[src/rtl/hazard_stall_unit_if.sv]
// Pipeline-side signals of the hazard/stall unit: decoded instruction words in,
// stall request and multdiv status out.
interface hazard_stall_unit_if;
    logic [31:0] fd_insn;
    logic [31:0] dx_insn;
    logic        dx_valid;
    logic        multdiv_RDY;
    logic        stall;
    logic        lw_hazard;
    logic        md_hazard;
    logic        md_busy;
    logic [4:0]  md_rd;
    logic        md_timeout;

    modport master (
        output fd_insn, dx_insn, dx_valid, multdiv_RDY,
        input  stall, lw_hazard, md_hazard, md_busy, md_rd, md_timeout
    );

    modport slave (
        input  fd_insn, dx_insn, dx_valid, multdiv_RDY,
        output stall, lw_hazard, md_hazard, md_busy, md_rd, md_timeout
    );
endinterface

[src/rtl/hazard_stall_unit.sv]
// Stall generator for load-use and multiplier/divider hazards. A load-use hazard
// holds F/D for LOAD_STALLS cycles; a mul/div keeps stalling until RDY or timeout.
module hazard_stall_unit #(
    parameter int unsigned LOAD_STALLS  = 1,
    parameter int unsigned MD_STALL_ALL = 1,
    parameter int unsigned MD_TIMEOUT   = 64
) (
    input  logic               clock,
    input  logic               reset,
    hazard_stall_unit_if.slave hs
);
    localparam logic [4:0] OP_RTYPE  = 5'b00000;
    localparam logic [4:0] OP_LW     = 5'b01000;
    localparam logic [4:0] ALU_MUL   = 5'b00110;
    localparam logic [4:0] ALU_DIV   = 5'b00111;
    localparam logic [1:0] LD_RELOAD = 2'(LOAD_STALLS - 1);
    localparam logic [7:0] MD_LAST   = 8'(MD_TIMEOUT - 1);
    localparam logic       STALL_ALL = (MD_STALL_ALL != 0);

    typedef enum logic {MD_IDLE, MD_BUSY} md_state_e;

    md_state_e  state_q, state_d;
    logic [7:0] md_cnt_q, md_cnt_d;
    logic [1:0] ld_cnt_q, ld_cnt_d;
    logic [4:0] md_rd_q, md_rd_d;
    logic       md_timeout_q, md_timeout_d;

    logic [4:0] fd_op, fd_rs1, fd_rs2, fd_alu;
    logic [4:0] dx_op, dx_rd, dx_alu;
    logic       fd_rtype, fd_md, dx_lw, dx_md;
    logic       lw_det, md_dep, md_busy;
    logic       unused_insn_bits;

    // A zero index never creates a dependence; rs2 only counts for R-type.
    function automatic logic reads_src(input logic [4:0] r, input logic [4:0] rs1,
                                       input logic [4:0] rs2, input logic rtype);
        return (r != 5'd0) && ((r == rs1) || (rtype && (r == rs2)));
    endfunction

    assign fd_op  = hs.fd_insn[31:27];
    assign fd_rs1 = hs.fd_insn[21:17];
    assign fd_rs2 = hs.fd_insn[16:12];
    assign fd_alu = hs.fd_insn[6:2];
    assign dx_op  = hs.dx_insn[31:27];
    assign dx_rd  = hs.dx_insn[26:22];
    assign dx_alu = hs.dx_insn[6:2];

    assign unused_insn_bits = ^{hs.fd_insn[26:22], hs.fd_insn[11:7], hs.fd_insn[1:0],
                                hs.dx_insn[21:7], hs.dx_insn[1:0]};

    assign fd_rtype = (fd_op == OP_RTYPE);
    assign fd_md    = fd_rtype && ((fd_alu == ALU_MUL) || (fd_alu == ALU_DIV));
    assign dx_lw    = (dx_op == OP_LW);
    assign dx_md    = (dx_op == OP_RTYPE) && ((dx_alu == ALU_MUL) || (dx_alu == ALU_DIV));

    assign lw_det  = hs.dx_valid && dx_lw && reads_src(dx_rd, fd_rs1, fd_rs2, fd_rtype);
    assign md_dep  = fd_md || reads_src(md_rd_q, fd_rs1, fd_rs2, fd_rtype);
    assign md_busy = (state_q == MD_BUSY);

    // RDY releases the stall in the same cycle it arrives.
    assign hs.lw_hazard  = lw_det || (ld_cnt_q != 2'd0);
    assign hs.md_hazard  = md_busy && !hs.multdiv_RDY && (STALL_ALL || md_dep);
    assign hs.stall      = hs.lw_hazard || hs.md_hazard;
    assign hs.md_busy    = md_busy;
    assign hs.md_rd      = md_rd_q;
    assign hs.md_timeout = md_timeout_q;

    always_ff @(posedge clock) begin
        if (reset) begin
            state_q      <= MD_IDLE;
            md_cnt_q     <= 8'd0;
            ld_cnt_q     <= 2'd0;
            md_rd_q      <= 5'd0;
            md_timeout_q <= 1'b0;
        end else begin
            state_q      <= state_d;
            md_cnt_q     <= md_cnt_d;
            ld_cnt_q     <= ld_cnt_d;
            md_rd_q      <= md_rd_d;
            md_timeout_q <= md_timeout_d;
        end
    end

    // Extra load bubbles after the detecting cycle.
    always_comb begin
        ld_cnt_d = ld_cnt_q;
        if (lw_det && (ld_cnt_q == 2'd0)) begin
            ld_cnt_d = LD_RELOAD;
        end else if (ld_cnt_q != 2'd0) begin
            ld_cnt_d = ld_cnt_q - 2'd1;
        end
    end

    // Multdiv tracker; RDY wins over a coincident timeout.
    always_comb begin
        state_d      = state_q;
        md_cnt_d     = md_cnt_q;
        md_rd_d      = md_rd_q;
        md_timeout_d = md_timeout_q;
        case (state_q)
            MD_IDLE: begin
                if (hs.dx_valid && dx_md) begin
                    state_d  = MD_BUSY;
                    md_cnt_d = 8'd0;
                    md_rd_d  = dx_rd;
                end
            end
            MD_BUSY: begin
                md_cnt_d = md_cnt_q + 8'd1;
                if (hs.multdiv_RDY) begin
                    state_d = MD_IDLE;
                end else if (md_cnt_q == MD_LAST) begin
                    state_d      = MD_IDLE;
                    md_timeout_d = 1'b1;
                end
            end
            default: state_d = MD_IDLE;
        endcase
    end
endmodule

[src/flat_wrapper.sv]
// flat-port wrapper written by rule: the top's interface ports become plain ports
module hazard_stall_unit_flat 
#(
    parameter int unsigned LOAD_STALLS  = 1,
    parameter int unsigned MD_STALL_ALL = 1,
    parameter int unsigned MD_TIMEOUT   = 64
)
  (clock, reset, hs_fd_insn, hs_dx_insn, hs_dx_valid, hs_multdiv_RDY, hs_stall, hs_lw_hazard, hs_md_hazard, hs_md_busy, hs_md_rd, hs_md_timeout);
  hazard_stall_unit_if hs_i ();
  input  logic clock;
  input  logic reset;
  input wire logic [$bits(hs_i.fd_insn)-1:0] hs_fd_insn;
  input wire logic [$bits(hs_i.dx_insn)-1:0] hs_dx_insn;
  input wire logic [$bits(hs_i.dx_valid)-1:0] hs_dx_valid;
  input wire logic [$bits(hs_i.multdiv_RDY)-1:0] hs_multdiv_RDY;
  output wire logic [$bits(hs_i.stall)-1:0] hs_stall;
  output wire logic [$bits(hs_i.lw_hazard)-1:0] hs_lw_hazard;
  output wire logic [$bits(hs_i.md_hazard)-1:0] hs_md_hazard;
  output wire logic [$bits(hs_i.md_busy)-1:0] hs_md_busy;
  output wire logic [$bits(hs_i.md_rd)-1:0] hs_md_rd;
  output wire logic [$bits(hs_i.md_timeout)-1:0] hs_md_timeout;
  assign hs_i.fd_insn = hs_fd_insn;
  assign hs_i.dx_insn = hs_dx_insn;
  assign hs_i.dx_valid = hs_dx_valid;
  assign hs_i.multdiv_RDY = hs_multdiv_RDY;
  assign hs_stall = hs_i.stall;
  assign hs_lw_hazard = hs_i.lw_hazard;
  assign hs_md_hazard = hs_i.md_hazard;
  assign hs_md_busy = hs_i.md_busy;
  assign hs_md_rd = hs_i.md_rd;
  assign hs_md_timeout = hs_i.md_timeout;
  hazard_stall_unit #(.LOAD_STALLS(LOAD_STALLS), .MD_STALL_ALL(MD_STALL_ALL), .MD_TIMEOUT(MD_TIMEOUT)) u_core (.clock(clock), .reset(reset), .hs(hs_i));
endmodule
[config.mk]
export PLATFORM = sky130hd
export DESIGN_NAME = hazard_stall_unit_flat
export DESIGN_NICKNAME = d
export VERILOG_FILES = /design/src/rtl/hazard_stall_unit_if.sv /design/src/rtl/hazard_stall_unit.sv /design/src/flat_wrapper.sv
export SDC_FILE = /design/constraint.sdc
export NUM_CORES = 1
export LEC_CHECK = 0
export ABC_AREA = 0
export CORE_MARGIN = 4
export CORE_UTILIZATION = 34
export DETAILED_ROUTE_END_ITERATION = 12
export PLACE_DENSITY = 0.89
export SLEW_MARGIN = 5
export SYNTH_ARGS = -nofsm -noshare
export SYNTH_HDL_FRONTEND = slang
export SYNTH_SLANG_ARGS = --single-unit
export TNS_END_PERCENT = 10
[constraint.sdc]
create_clock -name clock -period 4.79 [get_ports clock]
set_clock_uncertainty 0.2 [all_clocks]
set_input_delay 0.7185 -clock clock [delete_from_list [all_inputs] [get_ports clock]]
set_output_delay 0.7185 -clock clock [all_outputs]
set_load 0.05 [all_outputs]
==> impl_metrics.toml <==
[logic_synthesis]
asyncSetResetFlopFracSynth = 0
postSynthRegisterBits = 17
synth_compound_area_frac = 0.108
synth.lib_cells_used.distinct = 37
synthSimpleGateAreaFrac = 0.300
post_synth_instance_area_sq_um = 935
yosysWarningCount = 0
synth_edf_count = 0
synth_fp_nets = 179
synth_top_flop_cell = "dfxtp_1"
synth_top_family_by_area = "simple AND/OR/NAND/NOR gates"
average_footprint_of_a_synthesized_cell_sq_um = 8.57
synthXorXnorAreaFrac = 0.103
synthesis.instances = 109
synth_sequential_area_ratio = 0.364
synth-adder-area-share = 0.0268
muxShareOfSynthArea = 0.0643

[layout]
syn2layout_area_growth_pct = 50.5
final_core_util = 0.553
drive_gt1_frac = 0.0464
final-instance-count-excl-fill = 181
ant_cells = 0
design.final.nets = 222

[timing]
final_period_minus_worst_setup_slack_ps = 3990
report.final.setup_viol = 0
final_min_period_over_clock_period = 0.833
maxClockFrequency_mhz = 251
timing.slew.headroom = 0.588
rsz0062_at_grt = "no"
timing_hold_violations_final = 0
worst_pin_slew_ps = 616
final-max-slew-violation-count = 0
fin_tns_setup_ps = 0

[floorplanning]
design.portCount = 78
starting_density_of_the_core = 0.367
die_h_microns = 60.4
die-width_microns = 60.4
floorplan.core_area_sq_um = 2540
design.die.area_sq_um = 3650
floorplan.rows = 18

[worst_setup_path]
rr_worst_depth = 3
critical_path_sink_type = "output pin"
critical_path.most_common_cell = "clkdlybuf4s50_1"
setup.worst_path.class = "input pin to output pin"
critPathMaxFanout = 3
critPathBufInv = 2
reg2reg_slack_ps = 3050
reg2reg_from = "u_core.hs.md_busy"
path_delay_family = "buffers and inverters"
critPathMaxStageDelay_ps = 800
arrival_ps = 3070
worstPathCellList = "clkdlybuf4s50_1 > or4_4 > nor4_2 > nand4_1 > a21boi_1 > or3b_1 > clkdlybuf4s50_1"
worstSetupStartpointType = "input pin"
cp_required_ps = 3870
slowest_stage = "clkdlybuf4s50_1"
worstReg2RegEnd = "u_core.hs.md_rd[3]"

[clock_tree]
clock_tree.root_cell = "clkbuf_4"
post_cts_hold_buffer_count = 0
tritoncts = "done"
path_clk_slew_ps = 110
cts_resized = 0
cts_max_path_buffers = 2
clkSinkCount = 17
cts_inserted_buffers = 3
clk-insertion-delay-late_ps = 290
max_h_tree_level = 1
post_cts_setup_buffers = 0

[pwr]
power_leakage_nw = 0.516
total_power_mw = 0.389
power_density_nw_per_um2 = 276
peakVddDrop_v = 0.000151

[detailed_routing]
vias = 944
post_drt_wl_per_cell_microns = 13.6
post-route-drc-count = 0
via_density = 5.22
finalWirelength_microns = 2450
drt.antenna.violating_nets = 0
dr.pass1.iters = 4
drt-initial-drc-count = 42

[placed_design]
place.port_buffers = 42
gpl_congestion = 0.710
dp_cells = 177
detailedPlacementHpwl_microns = 2050

[global_route]
grt_overflow = 0
grt_first_pass_wirelength_microns = 4000
grt_antenna_before_repair = 0
grt_start_max_net_pins = 19
grt_pass1_vias = 985
global_route.usage.total = 0.145

[flow_run]
maxCapViolations = 0

[hold_path]
hold_path.class = "register to register"
worstHoldPathCells = 2
hold_start = "u_core.md_cnt_q[5]"
whs_endpoint = "u_core.md_cnt_q[5]"

[outcome]
run_status = "finished clean"
==> cell usage after synthesis (2+ instances only) <==
master	n	area, sq um
nand2_1	4	15.0
nor3_1	3	15.0
nor4_1	2	12.5
or2_0	2	12.5
ha_1	2	25.0
mux2i_1	6	60.1
nand3_1	7	35.0
xnor2_1	5	43.8
nand4_1	4	25.0
a21oi_1	10	50.1
xor2_1	6	52.6
dfxtp_1	17	340
inv_1	4	15.0
nor2_1	10	37.5
clkbuf_1	3	11.3
nand2b_1	3	18.8
==> per-layer routing <==
metal | vias up | part of all wire | global-route usage
met3 | 2 | 0.073 | 0.0468
met4 | 0 | 0.0057 | 0.0341
met1 | 432 | 0.36 | 0.135
li1 | 472 | - | -
met5 | - | 0 | 0
met2 | 38 | 0.56 | 0.299
==> registers in the layout (all words and copies together), names as in the netlist <==
| register | cells |
|---|---|
| u_core.md_cnt_q | 8 |
| u_core.ld_cnt_q | 2 |
| u_core.hs.md_busy | 1 |
| u_core.hs.md_timeout | 1 |
| u_core.hs.md_rd | 5 |
==> cell type report <==
| cell class | count | area, sq um |
|---|---|---|
| fillers | 233 | 1140 |
| clock inverters | 1 | 7.51 |
| clock buffers | 3 | 22.5 |
| flip-flops and latches | 17 | 340 |
| inverters | 4 | 15.0 |
| repair buffers | 42 | 420 |
| well taps | 30 | 37.5 |
| multi-input cells | 84 | 563 |
==> power breakdown <==
part	switching (mW)	leakage, nW	internal, mW	total (mW)
clock network	0.0479	0.0139	0.0317	0.0796
registers	0.00445	0.137	0.150	0.154
logic	0.0844	0.365	0.0706	0.155
total	0.137	0.516	0.252	0.389
==> worst max-delay path by stage <==
stage	from	endpoint	slack, ps	depth (start not counted)
after detailed placement	hs_fd_insn[28]	hs_stall	800	7
after CTS	hs_fd_insn[28]	hs_stall	800	7
after global placement	hs_fd_insn[28]	hs_stall	810	7
after floorplan	u_core.hs.md_busy	hs_stall	1590	3
after global routing	hs_fd_insn[28]	hs_stall	670	7
final	hs_fd_insn[28]	hs_stall	800	7
==> cell usage in the layout, fill, tap and decap left out, types with 2 or more instances in the layout <==
cell	count
or2_0	2
clkbuf_4	3
nand2_1	4
xor2_1	6
mux2i_1	6
nand2b_1	3
inv_1	4
nand3_1	7
xnor2_1	5
dfxtp_1	17
ha_1	2
a21oi_1	10
nor4_1	2
clkdlybuf4s50_1	42
nand4_1	4
nor2_1	10
nor3_1	3
==> kinds of logic after synthesis <==
group / count (synthesis)
compound gates: 17
buf+inv: 8
simple gates: 48
flops: 17
fa+ha+maj: 2
xor+xnor: 11
mux: 6
==> worst min-delay path, delay by kind of cell (launching register included) <==
kind | cells | cell delay (ps)
and+or+nand+nor | 1 | 60
DFF | 1 | 330
AOI/OAI and AO/OA | 1 | 60
==> through the flow <==
step           cell area (sq um)  worst slack [ps]  hold slack [ps]
2_1_floorplan                935              1590              252
3_3_place_gp                1380               815              249
3_5_place_dp                1380               802              279
4_1_cts                     1410               799              300
5_1_grt                     1410               667              321
6_report                    1410               799              291
Power figures use the tool's default switching activity.
==> RTL change: new RTL, same settings <==
Make the reset (`reset`) asynchronous in one clocked block.
--- a/src/rtl/hazard_stall_unit.sv
+++ b/src/rtl/hazard_stall_unit.sv
@@ -65,7 +65,7 @@
     assign hs.md_rd      = md_rd_q;
     assign hs.md_timeout = md_timeout_q;
 
-    always_ff @(posedge clock) begin
+    always_ff @(posedge clock or posedge reset) begin
         if (reset) begin
             state_q      <= MD_IDLE;
             md_cnt_q     <= 8'd0;
Formal check against the unedited RTL: differs if reset is asserted again (counterexample within 4 cycles, from zero or initial values and one cycle with reset high); with reset held inactive, the same outputs for 10 cycles.
==> RTL change against the original RTL <==
Routed wire length is 0.37% lower; first-iteration DRC count is 60% lower; non-clock buffer count stayed put; synthesized area is 2.8% higher; final area is 2.0% higher; via count is 4.6% lower; setup slack worse by 290 ps; worst hold slack worse by 2.5 ps; utilization is 2.8 points lower; sequential cell count stayed put.
Power is not compared: it rests on default switching activity, and its combinational part moved more than twofold at a synthesized area within 25%.
==> RTL change: results (changes against the original RTL) <==
CP Max Fanout=4 (+1); Total Routing Usage GR=13.28% (-1.2 points); Worst-Skew Late Latency=280 ps; Syn Nets=170 (-5.0%); Peak supply drop=0.1100 mV; Distinct cells, synth=30 (-19%); Routability Congestion=0.8296 (+17%); synth cell count leaders=nand2_1 (19), dfrtp_1 (17), xor2_1 (8); routing usage on met3=5.451% (+0.77 points); layout cell share with drive strength beyond 1=6.993% (+2.4 points); maximum clock path buffer count=2 (unchanged); critical path arrival=3360 ps (+290 ps); clk root buf=clkbuf_4; largest net degree at the start of global routing=18 (-1); initial antenna violation count=0 (unchanged); Inserted Diodes=0 (unchanged); max FFs per register=8 (unchanged); Avg WL per Cell=14.05 um (+3.6%); drt pass-1 iters=4 (unchanged); status=completed; Seq/Total Area, Yosys=44.27% (+7.9 points); htree depth=1 (unchanged); Main synth FF type=dfrtp_1; CP max-delay cell=clkdlybuf4s50_1; dpl hpwl=2.004 mm (-2.3%); Fillers=240 (+3.0%); number of global-route vias before repair=867 (-12%); CP top delay family=buffers and inverters; delay of the slowest cell on the worst path=800 ps (about the same); fraction of registers with async set/reset=100.0% (+100 points); Post-synth EDFFs=0 (unchanged); Biggest register=u_core.md_cnt_q; grt met1 use=12.95% (-0.58 points); vias per cell=5.178 (-0.72%); first-pass GRT wire length=3.629 mm (-9.3%); nets@finish=214 (-3.6%); worst hold path type=flip-flop to flip-flop; Ys Warns=0 (unchanged); Area contributors post-synth=dfrtp_1 (44%), nand2_1 (7.4%), xor2_1 (7.3%), xnor2_1 (4.6%), nand4_1 (3.3%); GRT met2 Usage=23.56% (-6.4 points); DRT iter0 DRCs=17 (-60%); Post-Place Setup Slack=465.4 ps (-336.6 ps); CTS Buf Count=3 (unchanged); Post-CTS Setup Bufs=0 (unchanged); cells resized by post-CTS repair=0 (unchanged); I/O Buffers=42 (unchanged); leakage=0.0006180 uW; Slew Limit Headroom=59.11% (+0.31 points); clock-pin slew on the worst setup and hold paths=90 ps (-20 ps)
## RTL change: cell families after synthesis
family	share of synthesized area, %
fa+ha+maj	2.604
compound gates	7.942
flops	44.27
buf+inv	3.255
xor+xnor	11.85
mux	1.172
simple gates	28.91
## RTL change: worst paths after layout
path	slack, ps	cells after the start	start	endpoint
min in group asynchronous	600	2	reset	u_core.ld_cnt_q[1]
max reg2reg	3370	3	u_core.md_cnt_q[1]	u_core.hs.md_timeout
min	290	1	u_core.md_cnt_q[7]	u_core.md_cnt_q[7]
max	510	7	hs_fd_insn[28]	hs_stall
min reg2reg	290	1	u_core.md_cnt_q[7]	u_core.md_cnt_q[7]
max in group asynchronous	3390	2	reset	u_core.md_cnt_q[5]
## RTL change: where the power goes
group	internal (uW)	total (uW)	switching (uW)
logic	33.8	55.9	22.1
registers	147	151	3.85
clock network	32.4	73.8	41.4
total	214	281	67.3
## RTL change: cell type report
class | count | area (um2) | area share [%]
clock buffers | 4 | 26.28 | 1.832
inverters | 5 | 18.77 | 1.309
multi-input cells | 75 | 504.2 | 35.17
flip-flops and latches | 17 | 425.4 | 29.67
well taps | 31 | 38.79 | 2.705
repair buffers | 42 | 420.4 | 29.32
## RTL change: metrics by stage
step | instance area [um2] | cells | power [uW] | util [%]
2_1_floorplan | 960.9 | 100 | 174.7 | -
3_3_place_gp | 1408 | 170 | 208.5 | 51.49
3_5_place_dp | 1408 | 170 | 210.6 | 51.49
4_1_cts | 1434 | 174 | 284.6 | 52.45
5_1_grt | 1434 | 174 | 295.7 | 52.45
6_report | 1434 | 174 | 280.9 | 52.45
## RTL change: per-layer routing
layer,part of all wire (%),up-vias
li1,-,433
met1,35,415
met2,46,46
met3,17,7
met4,2.5,0
met5,0,-
